<file path="config.mk">
export PLATFORM = sky130hd
export DESIGN_NAME = cla_adder_pipe
export DESIGN_NICKNAME = d
export VERILOG_FILES = /design/src/rtl/cla_pkg.sv /design/src/rtl/cla_group.sv /design/src/rtl/cla_adder_pipe.sv
export SDC_FILE = /design/constraint.sdc
export NUM_CORES = 1
export LEC_CHECK = 0
export ABC_AREA = 1
export CAP_MARGIN = 5
export CELL_PAD_IN_SITES_DETAIL_PLACEMENT = 1
export CELL_PAD_IN_SITES_GLOBAL_PLACEMENT = 1
export CORE_MARGIN = 10
export CORE_UTILIZATION = 25
export DETAILED_ROUTE_END_ITERATION = 10
export HOLD_SLACK_MARGIN = 0.1
export PLACE_DENSITY_LB_ADDON = 0.25
export SETUP_SLACK_MARGIN = 0.4
export SYNTH_ARGS = -nofsm -noshare
export SYNTH_HDL_FRONTEND = slang
export SYNTH_SLANG_ARGS = --single-unit
</file>
<file path="constraint.sdc">
create_clock -name clk -period 1.35 [get_ports clk]
set_input_delay 0.27 -clock clk [delete_from_list [all_inputs] [get_ports clk]]
set_output_delay 0.27 -clock clk [all_outputs]
set_load 0.005 [all_outputs]
</file>
<file path="src/rtl/cla_pkg.sv">
`default_nettype none
// +----------------------------------------------------------------------------
// | Module   : cla_pkg
// | Brief    : Shared bit/group propagate-generate helpers for the pipelined CLA.
// | Revision : 1.0 - initial release
// +----------------------------------------------------------------------------
package cla_pkg;

  // Widest second-level lookahead supported (number of groups).
  localparam int MAX_GRP = 32;

  // Returns {p, g} for a single bit pair.
  function automatic logic [1:0] pg_bit(input logic a, input logic b);
    return {a ^ b, a & b};
  endfunction

  // Group carries from group P/G; result bit k is the carry into group k,
  // result bit n is the carry out of group n-1.
  function automatic logic [MAX_GRP:0] lookahead(
    input logic [MAX_GRP-1:0] grp_p,
    input logic [MAX_GRP-1:0] grp_g,
    input logic               cin
  );
    logic [MAX_GRP:0] c;
    c    = '0;
    c[0] = cin;
    for (int i = 0; i < MAX_GRP; i++) begin
      c[i+1] = grp_g[i] | (grp_p[i] & c[i]);
    end
    return c;
  endfunction

endpackage
`default_nettype wire

</file>
<file path="src/rtl/cla_group.sv">
`default_nettype none
// +----------------------------------------------------------------------------
// | Module   : cla_group
// | Brief    : GROUP-bit lookahead cell: group P/G and flat per-bit carries.
// | Revision : 1.0 - initial release
// +----------------------------------------------------------------------------
module cla_group #(
  parameter int GROUP = 4
) (
  input  logic [GROUP-1:0] i_p,
  input  logic [GROUP-1:0] i_g,
  input  logic             i_cin,
  output logic             o_grp_p,
  output logic             o_grp_g,
  output logic [GROUP-1:0] o_carry
);

  // w_gen[i]: carry generated inside bits [i-1:0]; w_prop[i]: those bits all propagate.
  logic [GROUP:0] w_gen;
  logic [GROUP:0] w_prop;

  for (genvar i = 0; i <= GROUP; i++) begin : g_carry
    if (i == 0) begin : g_base
      assign w_gen[i]  = 1'b0;
      assign w_prop[i] = 1'b1;
    end else begin : g_terms
      logic [i-1:0] w_terms;
      for (genvar j = 0; j < i; j++) begin : g_term
        if (j == i - 1) begin : g_top
          assign w_terms[j] = i_g[j];
        end else begin : g_chain
          assign w_terms[j] = i_g[j] & (&i_p[i-1:j+1]);
        end
      end
      assign w_gen[i]  = |w_terms;
      assign w_prop[i] = &i_p[i-1:0];
    end
  end

  assign o_carry = w_gen[GROUP-1:0] | (w_prop[GROUP-1:0] & {GROUP{i_cin}});
  assign o_grp_g = w_gen[GROUP];
  assign o_grp_p = w_prop[GROUP];

endmodule
`default_nettype wire

</file>
<file path="src/rtl/cla_adder_pipe.sv">
`default_nettype none
// +----------------------------------------------------------------------------
// | Module   : cla_adder_pipe
// | Brief    : 3-stage pipelined carry-lookahead adder/subtractor, valid/ready.
// | Revision : 1.0 - initial release
// +----------------------------------------------------------------------------
module cla_adder_pipe
  import cla_pkg::*;
#(
  parameter int WIDTH = 16,
  parameter int GROUP = 4
) (
  input  logic             clk,
  input  logic             rst_n,
  input  logic             in_valid,
  output logic             in_ready,
  input  logic [WIDTH-1:0] in_a,
  input  logic [WIDTH-1:0] in_b,
  input  logic             in_cin,
  input  logic             in_sub,
  output logic             out_valid,
  input  logic             out_ready,
  output logic [WIDTH-1:0] out_sum,
  output logic             out_cout,
  output logic             out_ovf
);

  localparam int NGRP = WIDTH / GROUP;

  if (((WIDTH % GROUP) != 0) || (GROUP < 2) || (GROUP > 8) || (NGRP >= MAX_GRP)) begin : g_bad_params
    $error("cla_adder_pipe: WIDTH must be a multiple of GROUP and GROUP must be 2..8");
  end

  // ---------------------------------------------------------------- handshake
  logic r_v1;
  logic r_v2;
  logic r_v3;
  logic w_adv1;
  logic w_adv2;
  logic w_adv3;

  // An empty stage always accepts, so bubbles collapse under backpressure.
  assign w_adv3    = ~r_v3 | out_ready;
  assign w_adv2    = ~r_v2 | w_adv3;
  assign w_adv1    = ~r_v1 | w_adv2;
  assign in_ready  = w_adv1;
  assign out_valid = r_v3;

  // ---------------------------------------------------------------- stage 1
  logic [WIDTH-1:0] w_b;
  logic [WIDTH-1:0] w_p;
  logic [WIDTH-1:0] w_g;
  logic             w_c0;
  logic [WIDTH-1:0] r_p1;
  logic [WIDTH-1:0] r_g1;
  logic             r_c01;

  assign w_b  = in_b ^ {WIDTH{in_sub}};
  assign w_c0 = in_sub | in_cin;

  for (genvar i = 0; i < WIDTH; i++) begin : g_bit
    assign {w_p[i], w_g[i]} = pg_bit(in_a[i], w_b[i]);
  end

  always_ff @(posedge clk or negedge rst_n) begin
    if (!rst_n) begin
      r_v1  <= 1'b0;
      r_p1  <= '0;
      r_g1  <= '0;
      r_c01 <= 1'b0;
    end else if (w_adv1) begin
      r_v1 <= in_valid;
      if (in_valid) begin
        r_p1  <= w_p;
        r_g1  <= w_g;
        r_c01 <= w_c0;
      end
    end
  end

  // ---------------------------------------------------------------- stage 2
  logic [NGRP-1:0]    w_gp;
  logic [NGRP-1:0]    w_gg;
  logic [WIDTH-1:0]   w_s2_carry_unused;
  logic [MAX_GRP-1:0] w_gp_ext;
  logic [MAX_GRP-1:0] w_gg_ext;
  logic [MAX_GRP:0]   w_la;
  logic               w_la_unused;
  logic [NGRP:0]      w_gc;
  logic [WIDTH-1:0]   r_p2;
  logic [WIDTH-1:0]   r_g2;
  logic [NGRP:0]      r_gc2;

  for (genvar k = 0; k < NGRP; k++) begin : g_grp_pg
    cla_group #(.GROUP(GROUP)) u_grp (
      .i_p     (r_p1[k*GROUP +: GROUP]),
      .i_g     (r_g1[k*GROUP +: GROUP]),
      .i_cin   (1'b0),
      .o_grp_p (w_gp[k]),
      .o_grp_g (w_gg[k]),
      .o_carry (w_s2_carry_unused[k*GROUP +: GROUP])
    );
  end

  always_comb begin
    w_gp_ext           = '0;
    w_gg_ext           = '0;
    w_gp_ext[NGRP-1:0] = w_gp;
    w_gg_ext[NGRP-1:0] = w_gg;
  end

  assign w_la        = lookahead(w_gp_ext, w_gg_ext, r_c01);
  assign w_gc        = w_la[NGRP:0];
  assign w_la_unused = ^w_la[MAX_GRP:NGRP+1];

  always_ff @(posedge clk or negedge rst_n) begin
    if (!rst_n) begin
      r_v2  <= 1'b0;
      r_p2  <= '0;
      r_g2  <= '0;
      r_gc2 <= '0;
    end else if (w_adv2) begin
      r_v2 <= r_v1;
      if (r_v1) begin
        r_p2  <= r_p1;
        r_g2  <= r_g1;
        r_gc2 <= w_gc;
      end
    end
  end

  // ---------------------------------------------------------------- stage 3
  logic [WIDTH-1:0] w_carry;
  logic [NGRP-1:0]  w_s3_gp_unused;
  logic [NGRP-1:0]  w_s3_gg_unused;
  logic [WIDTH-1:0] w_sum;
  logic             w_cout;
  logic             w_ovf;
  logic [WIDTH-1:0] r_sum3;
  logic             r_cout3;
  logic             r_ovf3;

  // Same group cells, now seeded with the registered group carries.
  for (genvar k = 0; k < NGRP; k++) begin : g_grp_sum
    cla_group #(.GROUP(GROUP)) u_grp (
      .i_p     (r_p2[k*GROUP +: GROUP]),
      .i_g     (r_g2[k*GROUP +: GROUP]),
      .i_cin   (r_gc2[k]),
      .o_grp_p (w_s3_gp_unused[k]),
      .o_grp_g (w_s3_gg_unused[k]),
      .o_carry (w_carry[k*GROUP +: GROUP])
    );
  end

  assign w_sum  = r_p2 ^ w_carry;
  assign w_cout = r_gc2[NGRP];
  assign w_ovf  = w_carry[WIDTH-1] ^ w_cout;

  // Result registers load only with a valid beat, so out_* hold while idle.
  always_ff @(posedge clk or negedge rst_n) begin
    if (!rst_n) begin
      r_v3    <= 1'b0;
      r_sum3  <= '0;
      r_cout3 <= 1'b0;
      r_ovf3  <= 1'b0;
    end else if (w_adv3) begin
      r_v3 <= r_v2;
      if (r_v2) begin
        r_sum3  <= w_sum;
        r_cout3 <= w_cout;
        r_ovf3  <= w_ovf;
      end
    end
  end

  assign out_sum  = r_sum3;
  assign out_cout = r_cout3;
  assign out_ovf  = r_ovf3;

endmodule
`default_nettype wire

</file>
==> flow_summary_export.csv, run 1 <==
group,metric,value,unit
timing,tightest_slew,301,ps
timing,rsz0062_at_grt,"true",
global_route,grt_pass1_vias,3520,
timing,finalSetupTns,0,ps
layout,syn_to_final_growth,58.6,%
setup_path,cp_common_cell,"buf_6",
layout,register_area,0.00218,mm²
setup_path,critical_path_arrival,1530,ps
global_route,antenna_found_initial,0,
timing,worst_slack,39.5,ps
drt,drt_iter0_drc,127,
synth,synth_seq_area_share,0.538,
synth,syn_avg_cell_area,8.99,µm²
pwr,powerDensity,1680,mW/mm²
floorplanning,die_area,0.0217,mm²
timing,period_needed,1310,ps
synth,ys_types,25,
floorplanning,rows,46,
synth,yosys-top-cells-area,"dfrtp_1, nand2_1, o21ai_0",
place,dp_slack,-329,ps
drt,dr.pass1.iters,4,
synth,yosysWarnings,0,
setup_path,worstReg2RegStart,"r_v1",
setup_path,r2r_slack,40,ps
pwr,leakagePower,3.17,nW
synth,synth_top_cell_by_area,"dfrtp_1",
timing,fmax,0.763,GHz
synth,async_reset_ff_frac,1.00,
synth,syn_nets,508,
setup_path,rr_endpoint,"r_g1[10]",
synth,synth_top_area_share,0.538,
place,hpwl,7.75,mm
floorplanning,die_h,147,µm
synth,synth_edf_count,0,
setup_path,crit_chain,"nand4_4 > buf_6 > nand2_8 > buf_12 > inv_8 > buf_6 > nand2_1 > o21ai_1",
clock_tree,htree_levels,3,
timing,slew_headroom,0.798,
global_route,met3_usage,0.0227,
drt,wl_per_cell,15.1,µm
synth,synthFlopType,"dfrtp_1",
global_route,track_usage,0.107,
global_route,grt_busiest_layer,"met2",
drt,ant_nets,0,
synth,synthesis.area,0.00404,mm²
drt,drt_wl_total,12.3,mm
setup_path,start_kind,"flip-flop",
clock_tree,cts.sinks,87,
job,maxCapViolations,0,
timing,finalCritPeriodShare,0.971,
setup_path,end_kind,"flip-flop",
layout,fill_cells,1814,
clock_tree,path_clk_slew,60,ps
setup_path,cp_max_fo,5,
setup_path,path_class,"flip-flop to flip-flop",
timing,finalHoldViolCount,0,
floorplanning,coreArea,0.0159,mm²
clock_tree,clock_path_buffers,2,
setup_path,cpPeakStageDelay,430,ps
drt,num_vias,3479,
layout,multi_input_area,0.00204,mm²
global_route,grt.overflow.total,0,
place,port_buffers,57,
layout,num_antenna_cells,0,
global_route,grt_first_pass_wirelength,18.7,mm
timing,slew_viol_final,0,
synth,synth_seq_cells,87,
global_route,met2_usage,0.171,
synth,postSynthCellCount,450,
floorplanning,start_util,0.255,
layout,nets,648,
status,status,"finished, final reports clean",
place,place_congestion,0.773,
global_route,use_met1,0.139,
setup_path,slowest_stage,"dfrtp_1",
clock_tree,cts_root_buf,"clkbuf_16",
setup_path,ff2ff_path_depth,8,
clock_tree,cts_made_buffers,9,
floorplanning,die_x,147,µm
clock_tree,tritoncts,"done",
synth,synthTopCellsByCount,"nand2_1, dfrtp_1, o21ai_0",
drt,via_per_inst,4.29,
setup_path,cp.required,1570,ps
timing,finalClockSkew,5.55,ps
global_route,grt_max_degree,87,
layout,drive_above_1_share,0.382,
synth,yosysMostFrequentCell,"nand2_1",
timing,setup_violations,0,
pwr,ir_worst_vdd,0.000698,V
floorplanning,ios,58,
clock_tree,clkLatencyLatePin,340,ps
drt,drcViolationCount,0,
worst_hold_path,min-delay-path-class,"input port to async pin",
[cell families (layout without fill, tap and decap cells)]
group	after synthesis	in the layout	synth area share
simple gates	191	191	0.194
flops	87	87	0.538
compound gates	76	76	0.100
buf+inv	56	201	0.0622
fa+ha+maj	20	20	0.0619
xor+xnor	20	20	0.0433
[worst max path at each step]
stage	from	end	slack [ps]
floorplan	out_valid	r_p1[11]	160
global placement	out_ready	in_ready	-320
detailed placement	out_ready	in_ready	-330
CTS	out_valid	in_ready	60
global route	out_valid	r_g1[10]	-40
finish	r_v1	r_g1[10]	40
[through the flow]
| step | util | std cells | hold slack, ps | total power [W] | instance area (µm²) |
|---|---|---|---|---|---|
| after floorplan | - | 450 | -25.6 | 0.00566 | 4170 |
| after global placement | 0.320 | 727 | 64.3 | 0.00701 | 5080 |
| after detailed placement | 0.320 | 727 | 65.6 | 0.00714 | 5080 |
| after CTS | 0.373 | 786 | 262 | 0.0101 | 5930 |
| after global routing | 0.404 | 811 | 308 | 0.0116 | 6410 |
| final | 0.404 | 811 | 293 | 0.0108 | 6410 |
[routing by layer]
layer  up-vias  part of all wire
li1       1722                 -
met1      1694              0.46
met2        52              0.50
met3        11             0.029
met4         0             0.013
met5         -                 0
[layout by cell type, fill, tap and decap left out, drive strengths merged]
| master | count |
|---|---|
| nand3 | 17 |
| o211ai | 1 |
| o21a | 1 |
| dfrtp | 87 |
| ha | 20 |
| inv | 39 |
| a31oi | 1 |
| clkdlybuf4s15 | 1 |
| nand3b | 1 |
| bufbuf | 1 |
| o21ai | 64 |
| dlygate4sd2 | 1 |
| or2 | 3 |
| a21oi | 9 |
| nand4 | 3 |
| clkdlybuf4s50 | 35 |
| dlygate4sd3 | 1 |
| nor2 | 11 |
| clkbuf | 14 |
| xor2 | 20 |
| nand2 | 154 |
| clkinv | 5 |
| buf | 104 |
| nor4 | 2 |
[timing repair]
action | CTS | global route
buffers inserted | 35 | 21
resized for setup | 165 | 73
setup endpoints to repair | 107 | 193
pin swaps | 18 | 12
gates cloned | 7 | 4
hold endpoints to repair | 87 | 0
hold buffers | 1 | 0
[power breakdown]
group	total, W	internal (W)	leakage (nW)	switching [W]
Sequential	0.00397	0.00340	1.09	0.000560
Combinational	0.00459	0.00244	1.94	0.00215
Clock	0.00223	0.00123	0.133	0.000995
[critical path: cells and delay by family, from the launching register on]
family / cells / cell delay, ps
flip-flops: 1 / 430
buffers and inverters: 4 / 420
AND/OR/NAND/NOR: 3 / 280
AO/OA/AOI/OAI: 1 / 60
[sequential cells by signal (all words and copies together) (netlist names)]
| register | count |
|---|---|
| r_v2 | 1 |
| r_v1 | 1 |
| r_gc2 | 5 |
| r_c01 | 1 |
| out_ovf | 1 |
| r_g2 | 12 |
| r_p1 | 16 |
| r_p2 | 16 |
| out_valid | 1 |
| out_cout | 1 |
| out_sum | 16 |
| r_g1 | 16 |
[layout make-up]
class,count,area share
timing repair buffer,146,0.232
clock buffer,11,0.0363
clock inverter,5,0.00390
tap,216,0.0421
multi-input combinational,307,0.318
timing repair inverter,1,0.00176
inverter,38,0.0260
sequential,87,0.340
No activity file was read; power rests on OpenSTA's default activity.
==> run 2, diff against run 1 <==
Settings changed: CORE_UTILIZATION 25 to 41.
==> run 2 against run 1 <==
  * The run now ends with setup timing left
  * Clock power rose by 4%
  * First-iteration DRC count rose by 51%
  * Critical path depth did not move
  * Fmax fell by 6.7%
  * Hold slack improved by 53 ps
  * Largest power group unchanged
==> flow_summary_export.csv, run 2 (synthesis gave the netlist of run 1 again) <==
group,metric,value,unit
layout,nets,647,
global_route,grt_pass1_vias,3902,
drt,drcViolationCount,0,
clock_tree,tritoncts,"done",
timing,finalHoldViolCount,0,
clock_tree,path_clk_slew,90,ps
drt,routed.top_layer,"met4",
layout,drive_above_1_share,0.357,
place,hpwl,7.71,mm
drt,ant_nets,0,
pwr,powerDensity,1880,mW/mm²
setup_path,end_kind,"flip-flop",
timing,setup_violations,11,
place,port_buffers,57,
pwr,leakagePower,3.03,nW
setup_path,critical_path_arrival,1640,ps
layout,final_common_cell,"nand2_1",
setup_path,start_kind,"flip-flop",
timing,tightest_slew,334,ps
clock_tree,cts.sinks,87,
timing,period_needed,1410,ps
pwr,ir_worst_vdd,0.000661,V
setup_path,cp_max_fo,11,
floorplanning,die_h,119,µm
pwr,power,0.0115,W
timing,slew_viol_final,0,
layout,syn_to_final_growth,51.6,%
setup_path,ff2ff_path_depth,8,
floorplanning,ios,58,
drt,wl_per_cell,20.7,µm
floorplanning,die_area,0.0142,mm²
status,status,"finished with violations",
timing,hold_slack,346,ps
setup_path,path_class,"flip-flop to flip-flop",
timing,finalClockSkew,11.9,ps
timing,slew_headroom,0.777,
setup_path,rr_endpoint,"r_g1[9]",
global_route,grt.overflow.total,0,
place,place_congestion,0.755,
job,maxCapViolations,0,
drt,num_vias,3769,
layout,num_antenna_cells,0,
timing,worst_slack,-55.3,ps
drt,drt_iter0_drc,192,
timing,rsz0062_at_grt,"true",
drt,wl_met1,6.38,mm
global_route,antenna_found_initial,1,
layout,layout_common_cells,"nand2_1, dfrtp_1, buf_4, clkdlybuf4s50_1",
floorplanning,start_util,0.418,
timing,finalSetupTns,-281,ps
setup_path,worstReg2RegStart,"out_valid",
layout,final_area,0.00613,mm²
clock_tree,clkLatencyLatePin,370,ps
clock_tree,cts_made_buffers,9,
clock_tree,clock_path_buffers,2,
drt,route.met2.wl,7.70,mm
drt,drt_wl_total,15.1,mm
floorplanning,coreArea,0.00968,mm²
global_route,track_usage,0.168,
worst_hold_path,min-delay-path-class,"input port to async pin",
global_route,grt_first_pass_wirelength,19.6,mm
setup_path,cp.required,1590,ps
timing,fmax,0.712,GHz
drt,via_per_inst,5.18,
timing,finalCritPeriodShare,1.04,
drt,dr.pass1.iters,5,
clock_tree,htree_levels,3,
setup_path,r2r_slack,-60,ps
status,violations,"setup timing",
place,placed_area,0.00501,mm²
global_route,grt_max_degree,35,
drt,dr_wl_met3,611,µm
floorplanning,die_x,119,µm
floorplanning,rows,36,
clock_tree,cts_root_buf,"clkbuf_8",
[run 2: worst max-delay path, cell delays in order (launching register included)]
cell and delay [ps]:
dfrtp_2 410, buf_6 120, nand4_4 80, buf_4 170, nand2_4 100, inv_8 60
buf_4 150, nand2_1 80, o21ai_0 110
[run 2: cell type report]
| type | count | area [µm²] |
|---|---|---|
| clock buffer | 11 | 151 |
| clock inverter | 5 | 104 |
| fill | 1065 | 3550 |
| inverter | 38 | 155 |
| multi-input combinational | 307 | 1940 |
| sequential | 87 | 2180 |
| tap | 133 | 166 |
| timing repair buffer | 146 | 1430 |
[run 2: worst max path at each step]
| stage | from | endpoint | slack [ps] | cells after the start |
|---|---|---|---|---|
| 3_5_place_dp | out_ready | r_p1[2] | -350 | 9 |
| 3_3_place_gp | out_ready | in_ready | -320 | 4 |
| 5_1_grt | out_valid | r_g1[9] | -120 | 8 |
| 4_1_cts | out_valid | in_ready | -20 | 3 |
| 2_1_floorplan | out_valid | r_p1[11] | 160 | 7 |
| 6_report | out_valid | r_g1[9] | -60 | 8 |
[run 2: routing by layer]
metal	track usage	up-vias
li1	-	1723
met5	0	-
met4	0.0528	0
met2	0.286	107
met1	0.210	1909
met3	0.0331	30
[run 2: through the flow]
step / std cells / util / setup slack [ps]
after global placement: 647 / 0.517 / -319
after floorplan: 450 / - / 160
after CTS: 708 / 0.591 / -20.3
after detailed placement: 647 / 0.517 / -350
final: 727 / 0.633 / -55.3
after global routing: 727 / 0.633 / -119
[run 2: repair_timing]
item                       CTS  global route
cloned                       3             3
setup endpoints to repair  107           107
hold endpoints to repair    20             0
buffers inserted            41            16
resized for setup          124            79
hold buffers                 1             0
pin swaps                   19            23
[run 2: where the power goes]
part	switching, W	leakage [nW]	total (W)	internal, W
logic	0.00246	1.81	0.00502	0.00256
registers	0.000759	1.09	0.00416	0.00341
clock network	0.000991	0.130	0.00232	0.00133
total	0.00421	3.03	0.0115	0.00730
